<file path="config.mk">
export PLATFORM = sky130hd
export DESIGN_NAME = rf_wb_arbiter
export DESIGN_NICKNAME = d
export VERILOG_FILES = /design/src/rtl/rf_wb_arbiter.sv
export SDC_FILE = /design/constraint.sdc
export NUM_CORES = 1
export LEC_CHECK = 0
export CAP_MARGIN = 40
export CORE_MARGIN = 2
export CORE_UTILIZATION = 40
export CTS_CLUSTER_SIZE = 16
export DETAILED_ROUTE_END_ITERATION = 10
export PLACE_DENSITY = 0.67
export SETUP_SLACK_MARGIN = 0.15
export SYNTH_ARGS = -nofsm -noshare
export SYNTH_HDL_FRONTEND = slang
export SYNTH_SLANG_ARGS = --single-unit
</file>
<file path="constraint.sdc">
create_clock -name clk -period 2.9 [get_ports clk]
set_input_delay 0.58 -clock clk [delete_from_list [all_inputs] [get_ports clk]]
set_output_delay 0.58 -clock clk [all_outputs]
set_load 0.05 [all_outputs]
</file>
<file path="src/rtl/rf_wb_arbiter.sv">
// Register-file write-port arbiter: ALU results win, losing loads wait in a
// small FIFO, a pending-write scoreboard raises stall, and halt drains the queue.
module rf_wb_arbiter #(
  parameter int DATA_W = 16,
  parameter int ADDR_W = 4,
  parameter int QDEPTH = 2
) (
  input  logic              clk,
  input  logic              rst,
  input  logic              alu_vld,
  input  logic [ADDR_W-1:0] alu_addr,
  input  logic [DATA_W-1:0] alu_data,
  input  logic              ld_vld,
  input  logic [ADDR_W-1:0] ld_addr,
  input  logic [DATA_W-1:0] ld_data,
  output logic              ld_rdy,
  input  logic [ADDR_W-1:0] p0_addr,
  input  logic              re0,
  input  logic [ADDR_W-1:0] p1_addr,
  input  logic              re1,
  output logic              stall,
  input  logic              hlt_in,
  output logic              we,
  output logic [ADDR_W-1:0] dst_addr,
  output logic [DATA_W-1:0] dst,
  output logic              hlt,
  output logic              ovf
);
  localparam int PW   = (QDEPTH > 1) ? $clog2(QDEPTH) : 1;
  localparam int NREG = 2 ** ADDR_W;

  typedef enum logic [1:0] {RUN, DRAIN, HALTED} state_t;

  state_t              state_q, state_d;
  logic [QDEPTH-1:0]   qv_q, qv_d;
  logic [PW-1:0]       rd_ptr_q, rd_ptr_d, wr_ptr_q, wr_ptr_d;
  logic [PW:0]         cnt_q, cnt_d;
  logic                we_q, we_d;
  logic [ADDR_W-1:0]   dst_addr_q, dst_addr_d;
  logic [DATA_W-1:0]   dst_q, dst_d;
  logic                ovf_q, ovf_d;

  logic [ADDR_W-1:0]   qa_mem [QDEPTH];
  logic [DATA_W-1:0]   qd_mem [QDEPTH];
  logic [QDEPTH-1:0]   squash_hit;
  logic [NREG-1:0]     pend;

  logic active, full, empty, alu_ok, ld_take, pop, bypass, push;

  always_comb begin
    active  = (state_q != HALTED);
    full    = (cnt_q == (PW+1)'(QDEPTH));
    empty   = (cnt_q == '0);
    ld_rdy  = active & ~full;
    alu_ok  = active & alu_vld & (|alu_addr);
    // A load to the same register as a concurrent ALU write is older, so it is dropped.
    ld_take = active & ld_vld & ld_rdy & (|ld_addr) & ~(alu_ok & (ld_addr == alu_addr));
    pop     = active & ~alu_ok & ~empty;
    bypass  = active & ~alu_ok & empty & ld_take;
    push    = ld_take & ~bypass;
  end

  // Payload storage has no reset; the valid bits alone say what is live.
  for (genvar gi = 0; gi < QDEPTH; gi++) begin : g_q
    always_ff @(posedge clk) begin
      if (push && (wr_ptr_q == PW'(gi))) begin
        qa_mem[gi] <= ld_addr;
        qd_mem[gi] <= ld_data;
      end
    end
    assign squash_hit[gi] = alu_ok & (qa_mem[gi] == alu_addr);
  end

  always_comb begin
    we_d       = 1'b0;
    dst_addr_d = dst_addr_q;
    dst_d      = dst_q;
    qv_d       = qv_q & ~squash_hit;
    rd_ptr_d   = rd_ptr_q;
    wr_ptr_d   = wr_ptr_q;
    cnt_d      = cnt_q + {{PW{1'b0}}, push} - {{PW{1'b0}}, pop};
    ovf_d      = ovf_q | (active & ld_vld & ~ld_rdy);
    state_d    = state_q;

    if (alu_ok) begin
      we_d       = 1'b1;
      dst_addr_d = alu_addr;
      dst_d      = alu_data;
    end else if (pop) begin
      // A squashed head still consumes its slot but produces no write.
      we_d = qv_q[rd_ptr_q];
      if (qv_q[rd_ptr_q]) begin
        dst_addr_d = qa_mem[rd_ptr_q];
        dst_d      = qd_mem[rd_ptr_q];
      end
      qv_d[rd_ptr_q] = 1'b0;
      rd_ptr_d       = rd_ptr_q + 1'b1;
    end else if (bypass) begin
      we_d       = 1'b1;
      dst_addr_d = ld_addr;
      dst_d      = ld_data;
    end

    if (push) begin
      qv_d[wr_ptr_q] = 1'b1;
      wr_ptr_d       = wr_ptr_q + 1'b1;
    end

    case (state_q)
      RUN:     if (hlt_in) state_d = DRAIN;
      DRAIN:   if (empty && !we_d && !alu_vld && !ld_vld) state_d = HALTED;
      default: state_d = HALTED;
    endcase
  end

  always_comb begin
    pend = '0;
    for (int i = 0; i < QDEPTH; i++) begin
      if (qv_q[i]) pend[qa_mem[i]] = 1'b1;
    end
    if (we_q) pend[dst_addr_q] = 1'b1;
  end

  assign stall = active & ((re0 & pend[p0_addr] & (|p0_addr)) |
                           (re1 & pend[p1_addr] & (|p1_addr)));

  always_ff @(posedge clk or posedge rst) begin
    if (rst) begin
      state_q    <= RUN;
      qv_q       <= '0;
      rd_ptr_q   <= '0;
      wr_ptr_q   <= '0;
      cnt_q      <= '0;
      we_q       <= 1'b0;
      dst_addr_q <= '0;
      dst_q      <= '0;
      ovf_q      <= 1'b0;
    end else begin
      state_q    <= state_d;
      qv_q       <= qv_d;
      rd_ptr_q   <= rd_ptr_d;
      wr_ptr_q   <= wr_ptr_d;
      cnt_q      <= cnt_d;
      we_q       <= we_d;
      dst_addr_q <= dst_addr_d;
      dst_q      <= dst_d;
      ovf_q      <= ovf_d;
    end
  end

  assign we       = we_q;
  assign dst_addr = dst_addr_q;
  assign dst      = dst_q;
  assign hlt      = (state_q == HALTED);
  assign ovf      = ovf_q;
endmodule

</file>
* Word-level counts from Yosys, hierarchy flattened
Memories as Yosys holds them, arrays and structs flattened.
Index checks and enable logic that the tools add are counted.
** Storage, ports and cells
- Logic and storage cells :: 145
- Memories kept :: 2
- RAM bits :: 40
- Bits of input ports :: 55
- Output and inout bits :: 25
- Register bits :: 30
** Memory list
- qd_mem :: words 2, bits a word 16, rd ports 1, clocked after Yosys merged registers in 0, write ports 1, line 44 : logic [DATA_W-1:0] qd_mem [QDEPTH];
- qa_mem :: words 2, bits a word 4, rd ports 3, clocked after Yosys merged registers in 0, write ports 1, line 43 : logic [ADDR_W-1:0] qa_mem [QDEPTH];
** Operators by class
- Add/subtract/negate cells :: 4
- Mux-type cells :: 46
- Equal/unequal tests :: 10
- $lt $le $gt $ge :: 12
- Reductions and logical operators :: 25
- Bitwise operators :: 37
** Operator list (number)
- two-way mux 16 bit :: 8
- bitwise OR 16 bit :: 2
- < comparator 4 x 5 -> 1 bit (second input constant) :: 5
- bitwise AND 1 bit :: 21
- two-way mux 1 bit :: 20
- two-way mux 4 bit :: 5
- OR reduction 4 bit :: 5
- OR reduction 16 bit :: 1
- demux 1 bit (select 4 bit) :: 3
- == test 4 bit :: 3
- greater-or-equal comparator 4 x 1 -> 1 bit (second input constant) :: 3
- logical AND 1 bit :: 10
- two-way mux 2 bit :: 5
- binary-select mux 1 bit (select 4 bit) :: 2
- inverter 1 bit :: 7
- != test 2 bit (second input constant) :: 3
- AND reduction 2 bit :: 3
- bitwise AND 2 bit :: 2
- == test 2 bit (second input constant) :: 2
- logical NOT 2 bit :: 2
- < comparator 1 x 2 -> 1 bit (second input constant) :: 2
- inverter 2 bit :: 2
- one-hot mux 2 bit (2 select lines) :: 1
- logical NOT 1 bit :: 3
- other kinds (10) :: 14

* Longest topological paths before layout
- Word-level depth :: 16
- Depth in mapped cells :: 10
- Depth with buffers taken out :: 10

* Worst setup path before layout
No wires, ideal clock.
- Path kind :: register to output
- Start point :: register dst_addr_q[1] (netlist: dst_addr[1])
- End point :: output stall
- Cell stages (with the launch flop) :: 8
- Buffers on the path :: 1
- Required time :: 2.320 ns
- Arrival time :: 3.021 ns
- Slack :: -0.701 ns
- Cell sequence :: dfrtp_1 -> clkbuf_2 -> or3b_4 -> o32a_1 -> o21ai_0 -> mux4_1 -> o21ai_0 -> o32ai_1
** Between the ends
- Longest elaborated chain between the ends :: 12
** Ends and longest elaborated chain
- start, declared :: line 39 : logic [ADDR_W-1:0] dst_addr_q, dst_addr_d;
- start signal, assigned :: line 145 : dst_addr_q <= dst_addr_d;
- < comparator 4 x 5 -> 1 bit (implied by the code) or greater-or-equal comparator 4 x 1 -> 1 bit (tied branches) :: line 121 : if (we_q) pend[dst_addr_q] = 1'b1;
- logical AND 1 bit (implied by the code) :: line 121
- two-way mux 1 bit (implied by the code) :: line 121
- demux 1 bit (select 4 bit) (*) :: line 121
- bitwise OR 16 bit (no line) (*)
- two-way mux 16 bit (*) :: line 121
- binary-select mux 1 bit (select 4 bit) (on tied branches) :: line 124, 125
- two-way mux 1 bit (on tied branches) :: line 124, 125
- bitwise AND 1 bit (on tied branches) (2 in series) :: line 124, 125
- bitwise OR 1 bit (*) :: line 124 : assign stall = active & ((re0 & pend[p0_addr] & (|p0_addr)) |
- bitwise AND 1 bit (*) :: line 124
- end, declared :: line 21 : output logic stall,
Every way passes the cells marked *; elsewhere a longest branch is shown, timed or not. The select of a mux whose other input is x is not followed.

==> results.sh <==
export IMPL_grt_max_degree=43
export IMPL_p_int_mw=3.05
export IMPL_insertion_delay_ns=0.35
export IMPL_cts_hold_buf=0
export IMPL_yosysWarnings=0
export IMPL_crit_arrival_ns=2.52
export IMPL_fin_area_sq_mm=0.00559
export IMPL_cp_slowest_cell="nor3_1"
export IMPL_start_kind="flop"
export IMPL_pre_cts_ws_ns=-0.0355
export IMPL_cts_max_path_buffers=2
export IMPL_die_y_um=104
export IMPL_track_usage=0.201
export IMPL_gp_congestion=0.876
export IMPL_slowest_delay_ns=0.46
export IMPL_sw_frac_of_total=0.441
export IMPL_wirelength_mm=10.7
export IMPL_clockPowerShare=0.166
export IMPL_io_buffers=79
export IMPL_min_from="dst[0]$_DFFE_PP0P_"
export IMPL_place_area_sq_mm=0.00512
export IMPL_hpwl_mm=7.80
export IMPL_p_leak_nw=2.13
export IMPL_grt_pass1_vias=3571
export IMPL_cts_root_buffer="clkbuf_8"
export IMPL_tns_ns=-0.199
export IMPL_synth_xor_xnor_area_share=0.0352
export IMPL_die_w_um=104
export IMPL_pwr_share_comb=0.539
export IMPL_power_mw=5.45
export IMPL_max_slew_margin_rel=0.647
export IMPL_fin_nets=559
export IMPL_worst_pin_slew_ns=0.526
export IMPL_vias=3470
export IMPL_ff_latch_area_sq_mm=0.00195
export IMPL_hold_class="reg -> reg"
export IMPL_die_area_sq_mm=0.0108
export IMPL_max_cap_viol_count=0
export IMPL_drv_slew=0
export IMPL_postSynthCellCount=379
export IMPL_area_growth_pct=40.4
export IMPL_diodes=0
export IMPL_cts_buffers=9
export IMPL_r2r_cells=8
export IMPL_initial_core_util=0.409
export IMPL_min_period_over_period=1.07
export IMPL_core_sq_mm=0.00973
export IMPL_fmax_ghz=0.323
export IMPL_firstDrtPassIters=5
export IMPL_routedWlPerCell_um=16.6
export IMPL_min_to="dst[0]$_DFFE_PP0P_"
export IMPL_r2r_end="cnt_q[1]$_DFF_PP0_"
export IMPL_r2r_start="state_q[0]$_DFFE_PP0P_"
export IMPL_r2r_setup_slack_ns=1.04
export IMPL_multi_input_area_sq_mm=0.00192
export IMPL_min_path_cells=2
export IMPL_drive_gt1_frac=0.209
export IMPL_clkTransAtPathRegs_ns=0.08
export IMPL_endpoint_kind="output pin"
export IMPL_synth_edf_count=40
export IMPL_ioPinCount=80
export IMPL_drc=0
export IMPL_status="finished with violations"
export IMPL_syn_mean_instance_area_sq_um=10.5
export IMPL_irDropWorstVdd_mv=0.598
export IMPL_synthesis_nets=436
export IMPL_worst_path_max_fanout=4
export IMPL_finalHoldViolCount=0
export IMPL_period_minus_slack_ns=3.10
export IMPL_antenna_found_initial=0
export IMPL_skew_ns=0.00969
export IMPL_cts_tree="yes"
export IMPL_crit_required_ns=2.32
export IMPL_ys_ff_latch=70
export IMPL_synth_compound_area_share=0.214
export IMPL_path_cells="buf_4, nand3b_1, nor3b_2, nor3_1, a2111oi_4, a211oi_1, o32ai_4, buf_6"
export IMPL_rsz0062_at_grt="yes"
export IMPL_cp_startpoint="qa_mem[1][1]$_DFFE_PP_"
export IMPL_synth_top_family_by_area="compound AO/OA/AOI/OAI gates"
export IMPL_clkSinkCount=70
export IMPL_switching_power_mw=2.40
export IMPL_async_flop_share=0.429
export IMPL_rows=36
export IMPL_violations="negative setup slack"
export IMPL_path_class="reg -> out"
export IMPL_synth_simple_area_share=0.135
export IMPL_setup_viol=1
export IMPL_synthesis_area_sq_mm=0.00398
export IMPL_seq_area_frac_synth=0.490
export IMPL_synth_main_ff_cell="edfxtp_1"
export IMPL_fillCellCount=855
export IMPL_grt_overflow=0
export IMPL_vias_per_cell=5.42
export IMPL_muxShareOfSynthArea=0.0628
export IMPL_worst_slack_ns=-0.199
export IMPL_ys_types=56
export IMPL_synthAdderAreaFrac=0.00628
export IMPL_htree_levels=3
export IMPL_whs_ns=0.485
export IMPL_antenna_left=0
export IMPL_sequentialPowerShare=0.296
export IMPL_grt_pass1_wl_mm=17.3
export IMPL_power_density_mw_per_mm2=976
export IMPL_drt_iter0_markers=216
[cells by family after synthesis]
family                   count (synthesis)
flip-flops                              70
AND/OR/NAND/NOR                        105
multiplexers                            22
adder cells (fa/ha/maj)                  2
XOR/XNOR                                16
AO/OA/AOI/OAI                          123
buffers and inverters                   41
[repair_timing]
item	CTS	global route
resized for setup	14	9
setup buffers	20	0
setup endpoints to repair	1	1
pin swaps	2	2
gates cloned	0	0
[per-layer routing]
layer	global-route usage	up-vias	wire length, um
met5	0	-	0
met1	0.239	1671	4630
met4	0.0811	0	204
li1	-	1692	-
met2	0.345	88	5230
met3	0.0529	19	585
[critical path: cells and delay by family, from the launching register on]
kind                   cells  cell delay, ns
flip-flops                 1            0.45
AO/OA/AOI/OAI              3            0.62
buffers and inverters      2            0.35
AND/OR/NAND/NOR            3            0.75
[power groups by stage]
stage / clock, mW / combinational (mW) / sequential [mW]
finish: 0.903 / 2.94 / 1.61
global route: 0.964 / 3.16 / 1.65
CTS: 0.920 / 2.92 / 1.61
detailed placement: 0 / 2.78 / 1.64
global placement: 0 / 2.76 / 1.63
floorplan: 0 / 1.44 / 2.08
[synthesized netlist by cell type (2+ instances only)]
cell / number / share of area
a211oi_1: 27 / 0.051
a21o_1: 3 / 0.0057
a21oi_1: 20 / 0.025
a22oi_1: 2 / 0.0038
a31o_2: 2 / 0.0044
buf_2: 7 / 0.0088
buf_6: 8 / 0.023
clkbuf_1: 10 / 0.0094
clkbuf_2: 3 / 0.0038
dfrtp_1: 30 / 0.19
edfxtp_1: 40 / 0.30
ha_1: 2 / 0.0063
inv_1: 13 / 0.012
mux2i_1: 19 / 0.048
nand2_1: 24 / 0.023
nand2b_1: 8 / 0.013
nand3_1: 4 / 0.0050
nand3b_1: 5 / 0.0094
nand4bb_1: 2 / 0.0057
nor2_1: 35 / 0.033
nor2b_1: 3 / 0.0047
nor3_1: 11 / 0.014
nor4_1: 3 / 0.0047
o211ai_1: 5 / 0.0094
o21ai_0: 11 / 0.014
o21ai_1: 18 / 0.023
o21bai_1: 2 / 0.0038
o221ai_1: 2 / 0.0044
o22ai_1: 9 / 0.014
o311ai_0: 2 / 0.0044
o31ai_1: 3 / 0.0057
o32a_1: 2 / 0.0050
o32ai_1: 6 / 0.013
or3b_1: 2 / 0.0044
xnor2_1: 6 / 0.013
xor2_1: 10 / 0.022
[through the flow]
step                       util  cells
after floorplan               -    379
after global placement    0.526    604
after detailed placement  0.526    604
after CTS                 0.570    640
after global routing      0.575    640
final                     0.575    640
[worst max path at each step]
stage,end,cells after the start
CTS,stall,9
global route,stall,7
global placement,stall,8
detailed placement,stall,6
finish,stall,8
floorplan,stall,7
[registers in the layout (all words and copies together) (netlist names)]
signal / flops
qv_q: 2
ovf: 1
state_q: 2
we: 1
dst_addr: 4
qd_mem: 32
rd_ptr_q: 1
dst: 16
qa_mem: 8
wr_ptr_q: 1
cnt_q: 2
[layout make-up]
class	count	share of cell area
Sequential cell	70	0.349
Multi-Input combinational cell	268	0.344
Timing Repair Buffer	140	0.228
Tap cell	133	0.0298
Clock buffer	9	0.0222
Clock inverter	7	0.0186
Inverter	13	0.00873
[layout by cell type, fill, tap and decap left out, types with 3 or more instances in the layout]
master / synthesis / routed
a211oi_1: 27 / 27
dfrtp_1: 30 / 30
nor3_1: 11 / 11
clkdlybuf4s50_1: 0 / 78
nor2_2: 0 / 5
nor2_1: 35 / 30
o211ai_1: 5 / 5
a21o_1: 3 / 3
o21ai_1: 18 / 18
mux2i_1: 19 / 19
nor2b_1: 3 / 3
xnor2_1: 6 / 6
nor4_1: 3 / 3
o32ai_1: 6 / 4
or3b_4: 1 / 3
o31ai_1: 3 / 3
nand3b_1: 5 / 5
inv_6: 0 / 3
nand2b_1: 8 / 8
o22ai_1: 9 / 6
inv_1: 13 / 13
o21ai_0: 11 / 9
o311ai_1: 1 / 3
nand2_1: 24 / 24
o22ai_2: 1 / 3
a21oi_1: 20 / 20
clkbuf_8: 0 / 9
buf_4: 0 / 59
xor2_1: 10 / 10
edfxtp_1: 40 / 40
No activity file was read; power rests on OpenSTA's default activity.
